<file path="src/rtl/uart_tx_scheduler_if.sv">
`default_nettype none
//------------------------------------------------------------------------------
// uart_tx_scheduler_if: requester handshake and transmitter launch bundle.
// Rev 1.0
//------------------------------------------------------------------------------
interface uart_tx_scheduler_if #(
  parameter int NUM_REQ = 2
);
  localparam int IDX_W = $clog2(NUM_REQ);

  logic [NUM_REQ-1:0]   req_valid;
  logic [8*NUM_REQ-1:0] req_data;
  logic [NUM_REQ-1:0]   req_last;
  logic [NUM_REQ-1:0]   req_ready;
  logic                 tx_busy;
  logic                 tx_data_valid;
  logic [7:0]           tx_data;
  logic [IDX_W-1:0]     grant_id;
  logic                 sched_busy;

  modport master (
    output req_valid, req_data, req_last, tx_busy,
    input  req_ready, tx_data_valid, tx_data, grant_id, sched_busy
  );

  modport slave (
    input  req_valid, req_data, req_last, tx_busy,
    output req_ready, tx_data_valid, tx_data, grant_id, sched_busy
  );
endinterface
`default_nettype wire

</file>
<file path="src/rtl/uart_tx_scheduler.sv">
`default_nettype none
//------------------------------------------------------------------------------
// uart_tx_scheduler: round-robin launch of requester bytes into one UART TX.
// Option UART_TX_SCHED_LOCK_EN holds the grant until req_last. Rev 1.0
//------------------------------------------------------------------------------
module uart_tx_scheduler #(
  parameter int NUM_REQ = 2
) (
  input  logic               clk,
  input  logic               rst_n,
  uart_tx_scheduler_if.slave bus
);
  localparam int IDX_W = $clog2(NUM_REQ);

  typedef enum logic [1:0] {
    S_IDLE      = 2'd0,
    S_LAUNCH    = 2'd1,
    S_WAIT_BUSY = 2'd2,
    S_WAIT_DONE = 2'd3
  } state_t;

  state_t             r_state;
  state_t             w_state_nxt;
  logic [IDX_W-1:0]   r_grant;
  logic [IDX_W-1:0]   w_winner;
  logic [IDX_W-1:0]   w_idx;
  logic [IDX_W+2:0]   w_sel;
  logic [7:0]         r_tx_data;
  logic [NUM_REQ-1:0] w_ready;
  logic               w_found;
  logic               w_accept;
  logic               w_locked;
  logic               w_tx_valid;
  logic               w_sched_busy;

`ifdef UART_TX_SCHED_LOCK_EN
  logic r_lock;

  always_ff @(posedge clk or negedge rst_n) begin
    if (!rst_n) begin
      r_lock <= 1'b0;
    end else if (w_accept) begin
      r_lock <= !bus.req_last[w_winner];
    end
  end

  assign w_locked = r_lock;
`else
  logic w_unused_last;
  assign w_unused_last = ^bus.req_last;
  assign w_locked      = 1'b0;
`endif

  // Search starts just above the last owner; offset NUM_REQ lands back on it.
  always_comb begin
    w_found  = 1'b0;
    w_winner = r_grant;
    w_idx    = r_grant;
    if (w_locked) begin
      w_found = bus.req_valid[r_grant];
    end else begin
      for (int k = 1; k <= NUM_REQ; k++) begin
        w_idx = IDX_W'((int'(r_grant) + k) % NUM_REQ);
        if (!w_found && bus.req_valid[w_idx]) begin
          w_found  = 1'b1;
          w_winner = w_idx;
        end
      end
    end
  end

  // rst_n gates the strobe so nothing is offered while reset is held.
  assign w_accept = rst_n && (r_state == S_IDLE) && !bus.tx_busy && w_found;
  assign w_sel    = {w_winner, 3'b000};

  always_comb begin
    w_ready = '0;
    if (w_accept) begin
      w_ready[w_winner] = 1'b1;
    end
  end

  always_ff @(posedge clk or negedge rst_n) begin
    if (!rst_n) begin
      r_state <= S_IDLE;
    end else begin
      r_state <= w_state_nxt;
    end
  end

  always_comb begin
    w_state_nxt  = r_state;
    w_tx_valid   = 1'b0;
    w_sched_busy = 1'b1;
    case (r_state)
      S_IDLE: begin
        w_sched_busy = 1'b0;
        if (w_accept) w_state_nxt = S_LAUNCH;
      end
      S_LAUNCH: begin
        w_tx_valid  = 1'b1;
        w_state_nxt = S_WAIT_BUSY;
      end
      S_WAIT_BUSY: begin
        if (bus.tx_busy) w_state_nxt = S_WAIT_DONE;
      end
      S_WAIT_DONE: begin
        if (!bus.tx_busy) w_state_nxt = S_IDLE;
      end
      default: w_state_nxt = S_IDLE;
    endcase
  end

  // Byte stays put after the frame so the transmitter's START sampling is safe.
  always_ff @(posedge clk or negedge rst_n) begin
    if (!rst_n) begin
      r_tx_data <= 8'h00;
      r_grant   <= IDX_W'(NUM_REQ - 1);
    end else if (w_accept) begin
      r_tx_data <= bus.req_data[w_sel +: 8];
      r_grant   <= w_winner;
    end
  end

  assign bus.req_ready     = w_ready;
  assign bus.tx_data_valid = w_tx_valid;
  assign bus.tx_data       = r_tx_data;
  assign bus.grant_id      = r_grant;
  assign bus.sched_busy    = w_sched_busy;
endmodule
`default_nettype wire

</file>
<file path="src/flat_wrapper.sv">
// flat-port wrapper written by rule: the top's interface ports become plain ports
module uart_tx_scheduler_flat 
#(
  parameter int NUM_REQ = 2
)
  (clk, rst_n, bus_req_valid, bus_req_data, bus_req_last, bus_tx_busy, bus_req_ready, bus_tx_data_valid, bus_tx_data, bus_grant_id, bus_sched_busy);
  uart_tx_scheduler_if #(.NUM_REQ(NUM_REQ)) bus_i ();
  input  logic clk;
  input  logic rst_n;
  input wire logic [$bits(bus_i.req_valid)-1:0] bus_req_valid;
  input wire logic [$bits(bus_i.req_data)-1:0] bus_req_data;
  input wire logic [$bits(bus_i.req_last)-1:0] bus_req_last;
  input wire logic [$bits(bus_i.tx_busy)-1:0] bus_tx_busy;
  output wire logic [$bits(bus_i.req_ready)-1:0] bus_req_ready;
  output wire logic [$bits(bus_i.tx_data_valid)-1:0] bus_tx_data_valid;
  output wire logic [$bits(bus_i.tx_data)-1:0] bus_tx_data;
  output wire logic [$bits(bus_i.grant_id)-1:0] bus_grant_id;
  output wire logic [$bits(bus_i.sched_busy)-1:0] bus_sched_busy;
  assign bus_i.req_valid = bus_req_valid;
  assign bus_i.req_data = bus_req_data;
  assign bus_i.req_last = bus_req_last;
  assign bus_i.tx_busy = bus_tx_busy;
  assign bus_req_ready = bus_i.req_ready;
  assign bus_tx_data_valid = bus_i.tx_data_valid;
  assign bus_tx_data = bus_i.tx_data;
  assign bus_grant_id = bus_i.grant_id;
  assign bus_sched_busy = bus_i.sched_busy;
  uart_tx_scheduler #(.NUM_REQ(NUM_REQ)) u_core (.clk(clk), .rst_n(rst_n), .bus(bus_i));
endmodule
</file>
<file path="config.mk">
export PLATFORM = sky130hd
export DESIGN_NAME = uart_tx_scheduler_flat
export DESIGN_NICKNAME = d
export VERILOG_FILES = /design/src/rtl/uart_tx_scheduler_if.sv /design/src/rtl/uart_tx_scheduler.sv /design/src/flat_wrapper.sv
export SDC_FILE = /design/constraint.sdc
export NUM_CORES = 1
export LEC_CHECK = 0
export ABC_CLOCK_PERIOD_IN_PS = 1280
export BUFFER_PORTS_ARGS = -buffer_cell sky130_fd_sc_hd__buf_4
export CAP_MARGIN = 30
export CORE_MARGIN = 1.5
export CORE_UTILIZATION = 37
export CTS_CLUSTER_DIAMETER = 200
export CTS_CLUSTER_SIZE = 40
export DETAILED_ROUTE_END_ITERATION = 10
export PLACE_DENSITY = 0.72
export SETUP_SLACK_MARGIN = 0.1
export SLEW_MARGIN = 10
export SYNTH_ARGS = -nofsm -noshare
export SYNTH_HDL_FRONTEND = slang
export SYNTH_SLANG_ARGS = --single-unit
</file>
<file path="constraint.sdc">
create_clock -name clk -period 1.28 [get_ports clk]
set_input_delay 0 -clock clk [delete_from_list [all_inputs] [get_ports clk]]
set_output_delay 0 -clock clk [all_outputs]
set_load 0.05 [all_outputs]
</file>
-- After elaboration in Yosys (flattened, before gate mapping)
Cells that the tools add are included.
- memories: 0
- memory bits (writable): 0
- bits in read-only memories: 0
- register bits after elaboration: 11
- bits in latches: 0
- add/subtract/negate cells: 2
- multipliers: 0
- div/mod/pow operators: 0
- $lt $le $gt $ge: 4
- reduce and logical (&&, ||, !) cells: 9
- mux-type cells: 17
- bitwise gates (word level): 0
- shift operators: 1
- equality and inequality tests: 6
- operators by type and width (operator ; number):
    16-bit by 5-bit indexed part select with 8-bit output ; 1
    1-bit two-way mux ; 11
    2-bit two-way mux ; 4
    2-bit one-hot mux with 4 select lines ; 1
    1-bit by 2-bit less-than comparator with 1-bit output, second input constant ; 3
    1-bit logical AND ; 5
    2-bit == test, second input constant ; 2
    2-bit inequality test, second input constant ; 2
    3-bit AND reduction ; 1
    1-bit adder, second input constant ; 2
    2-bit by 1-bit == test with 1-bit output, second input constant ; 1
    1-bit zero test ; 2
    2-bit zero test ; 1
    2-bit by 1-bit inequality test with 1-bit output, second input constant ; 1
    1-bit demux with 1-bit select ; 1
    1-bit greater-or-equal comparator, second input constant ; 1

-- Logic depth before layout (Yosys ltp)
- depth after elaboration: 12
- gate-level depth with buffers: 6
- depth with buffers taken out: 6

-- Worst setup path before layout
OpenSTA, ideal clock, no wires.
- kind: register -> register
- start point: register u_core.r_state[0]
- end point: register u_core.r_grant (netlist: u_core.bus.grant_id)
- arrival: 1.913 ns
- slack: -0.706 ns
- stages on the path, launching flop included: 7
- setup time: 0.073 ns
- clock period less this slack: 1.986 ns
- path through: dfrtp_1 inv_1 ha_1 inv_1 nor3_4 and2b_1 o21bai_1
- longest elaborated chain between the ends: 4
- RTL lines (element ; RTL line ; RTL):
    from (decl) ; uart_tx_scheduler.sv:22 ; state_t r_state;
    from (signal assigned) ; uart_tx_scheduler.sv:87 ; r_state <= w_state_nxt;
    2-bit zero test ; uart_tx_scheduler.sv:73 ; assign w_accept = rst_n && (r_state == S_IDLE) && !bus.tx_busy && w_found;
    1-bit logical AND (3 in series) ; uart_tx_scheduler.sv:73 ;
    to (signal assigned) ; uart_tx_scheduler.sv:118 ; r_grant <= IDX_W'(NUM_REQ - 1);
    to (signal assigned) ; uart_tx_scheduler.sv:121 ; r_grant <= w_winner;
    to (decl) ; uart_tx_scheduler.sv:24 ; logic [IDX_W-1:0] r_grant;
Every way passes these cells.
A chain may end at the register's enable or synchronous reset.

-- Worst setup path in the final report
- start point: register u_core.r_state[1]
- end point: output port bus_req_ready[1]
- longest elaborated chain between the ends: 5
- RTL lines (element ; RTL line ; RTL):
    2-bit zero test ; uart_tx_scheduler.sv:73 ;
    1-bit logical AND (3 in series) ; uart_tx_scheduler.sv:73 ;
    2-bit two-way mux ; uart_tx_scheduler.sv:78 ; if (w_accept) begin
    to (decl) ; flat_wrapper.sv:14 ; output wire logic [$bits(bus_i.req_ready)-1:0] bus_req_ready;
Every way passes these cells.

==> impl_metrics.csv <==
group,metric,value,unit
logic_synthesis,ys_types,19,
clock_network,cts_buffers,3,
power,cellInternalPower,1700,µW
critical_path,crit_family,"simple AND/OR/NAND/NOR gates",
power,ir_drop,0.00177,V
timing,worst_pin_slew,0.488,ns
global_routing,overflow,0,
clock_network,h-tree-depth,1,
clock_network,cts-root-buf,"clkbuf_4",
final_layout,layout-drive-gt1-share,0.652,
die,dieArea,1920,µm²
die,num_rows,14,
clock_network,cts.sinks,11,
final_layout,nFillCells,105,
timing,fin_crit_sh,1.21,
timing,whs,0.0276,ns
critical_path,crit_required,1.28,ns
logic_synthesis,syn_nets,86,
final_layout,antenna_cells,0,
global_routing,grt_pass1_wl,2.86,mm
final_layout,syn2layout_area_growth,91.5,%
placed_design,gp_congestion,0.750,
routing,routed_wl,1.77,mm
global_routing,grt.total_usage,0.202,
power,clock_power_share,0.072,
timing,maxSlewViolCount,0,
timing,finalCriticalPeriod,1.55,ns
critical_path,end_kind,"primary output",
timing,rsz0062_at_grt,"true",
clock_network,clk_latency,0.26,ns
placed_design,place.detailed.hpwl,1.16,mm
logic_synthesis,ys.warnings.count,0,
clock_network,clockBufferDepth,2,
worst_hold_path,hp-class,"primary input to flop",
power,p_sw_frac,0.471,
timing,slew_headroom,0.674,
critical_path,slowest_delay,0.41,ns
routing,remaining_drc_errors,0,
power,totalPowerFinal,3210,µW
placed_design,place_area,940,µm²
critical_path,crit_top_cell,"inv_2",
timing,timing.final.ws_setup,-0.274,ns
critical_path,critPathMaxFanout,4,
global_routing,grt_max_degree,12,
clock_network,cts_tree,"done",
final_layout,utilization,0.766,
critical_path,r2r_slack,-0.17,ns
die,core,1540,µm²
logic_synthesis,synthCells,59,
die,start_util,0.400,
timing,hold_viol_final,0,
power,pwr-share-seq,0.203,
power,power.switching,1510,µW
critical_path,crit_type,"flop to primary output",
critical_path,start_kind,"flop",
die,die_h,43.8,µm
routing,vias,653,
worst_hold_path,hold_path_startpoint,"bus_req_data[8]",
global_routing,grt_antenna_before_repair,0,
power,leakagePower,0.000586,µW
placed_design,io_buffers,33,
routing,vias_per_cell,4.98,
logic_synthesis,synth-seq-cells,11,
critical_path,startpoint,"u_core.r_state[1]$_DFFE_PN0P_",
clock_network,clk_pin_slew,0.07,ns
global_routing,first_global_vias,678,
routing,first_iter_violations,2,
routing,dr.pass1.iters,4,
die,die_width,43.8,µm
logic_synthesis,syn-cell-area,617,µm²
flow_run,drv_cap,0,
timing,setup_viol,13,
power,powerDensity,2720,nW/µm²
logic_synthesis,ys_seq_area_frac,0.448,
critical_path,worst-path-buf-inv,3,
routing,post_drt_wl_per_cell,13.5,µm
critical_path,r2r_start,"u_core.r_state[1]$_DFFE_PN0P_",
critical_path,cpMaxStageDelayCell,"dfrtp_1",
timing,max_freq,643,MHz
final_layout,fin_nets,143,
critical_path,critPathArrivalTime,1.55,ns
routing,antenna_left,0,
critical_path,cp_cell_sequence,"inv_2, ha_4, inv_2, nor3_4, and2b_4, buf_8",
power,combPwrFrac,0.726,
timing,final.setup.tns,-1.79,ns
outcome,status,"finished, violations left",
final_layout,design_area,1180,µm²
outcome,violations,"negative setup slack",
logic_synthesis,avgSynthCellArea,10.5,µm²
die,ioPinCount,36,
timing,skew,0.000980,ns
[power by group through the flow]
| stage | combinational (µW) | sequential [µW] | clock (µW) |
|---|---|---|---|
| floorplan | 660 | 1150 | 0 |
| global placement | 1710 | 637 | 0 |
| detailed placement | 1750 | 648 | 0 |
| CTS | 2190 | 641 | 243 |
| global route | 2460 | 675 | 263 |
| finish | 2330 | 651 | 230 |
[worst paths after layout]
check / endpoint / cells past startpoint
worst min register to register: u_core.bus.tx_data[4]$_DFFE_PN0P_ / 2
min in group asynchronous: u_core.bus.tx_data[1]$_DFFE_PN0P_ / 2
worst max register to register: u_core.bus.tx_data[2]$_DFFE_PN0P_ / 8
max in group asynchronous: u_core.bus.grant_id$_DFFE_PN1P_ / 2
worst max-delay path: bus_req_ready[1] / 6
worst min-delay path: u_core.bus.tx_data[0]$_DFFE_PN0P_ / 3
[worst reg2reg max path, stage by stage, from the launching register on]
cell     delay [ns]
dfrtp_1        0.41
inv_2          0.10
ha_4           0.15
inv_2          0.05
nor3_4         0.23
buf_4          0.16
buf_4          0.14
nor2_1         0.05
a21oi_1        0.10
[synth_stat cells (all sizes together)]
cell / instances / area (µm²)
a21oi: 9 / 45.0
a211oi: 1 / 7.51
o21ai: 2 / 10.0
buf: 2 / 18.8
inv: 4 / 15.0
and2b: 1 / 7.51
mux2i: 9 / 90.1
nor2: 9 / 33.8
mux2: 1 / 11.3
dfrtp: 10 / 250
dfstp: 1 / 26.3
o21bai: 1 / 7.51
and2: 1 / 6.26
nor3: 1 / 16.3
nand2: 2 / 7.51
ha: 4 / 50.1
nand2b: 1 / 13.8
[per-layer routing]
| layer | up-vias | track usage | wire length (µm) |
|---|---|---|---|
| met2 | 20 | 0.385 | 1010 |
| li1 | 315 | - | - |
| met5 | - | 0 | 0 |
| met4 | 0 | 0.0545 | 15 |
| met3 | 2 | 0.0542 | 75 |
| met1 | 316 | 0.215 | 670 |
[flip-flops by register name, indices dropped and copies added, names as in the netlist]
| name | count |
|---|---|
| u_core.bus.tx_data | 8 |
| u_core.r_state | 2 |
| u_core.bus.grant_id | 1 |
[layout by cell type (no fill, tap or decap), types with 2 or more instances in the layout]
cell	count
ha_4	4
a21oi_1	8
clkbuf_4	3
buf_6	5
nor2_1	9
buf_8	4
o21ai_2	2
inv_2	3
nand2_2	2
mux2i_1	9
buf_4	44
dfrtp_1	10
[kinds of logic after synthesis]
kind of cell / synth area share
AND/OR/NAND/NOR: 0.138
AO/OA/AOI/OAI: 0.114
flip-flops: 0.448
multiplexers: 0.164
buffers and inverters: 0.0548
adder cells (fa/ha/maj): 0.0811
[metrics by stage]
| stage | std cells | setup slack, ns |
|---|---|---|
| after floorplan | 59 | -0.484 |
| after global placement | 115 | -0.0518 |
| after detailed placement | 115 | -0.106 |
| after CTS | 128 | -0.205 |
| after global routing | 131 | -0.339 |
| final | 131 | -0.274 |
[timing repair]
action / in CTS / in global routing
hold endpoints to repair: 11 / 0
cloned: 0 / 0
setup endpoints to repair: 14 / 15
hold buffers: 1 / 0
pin swaps: 6 / 6
setup buffers: 9 / 4
resized for setup: 25 / 6
[final cells by class]
type                    count  area, µm²  share of cell area
multi-input cells          42        387               0.327
well taps                  16       20.0              0.0169
clock buffers               4       26.3              0.0222
flip-flops and latches     11        277               0.234
repair buffers             54        457               0.387
inverters                   4       15.0              0.0127
Power figures use the tool's default switching activity.
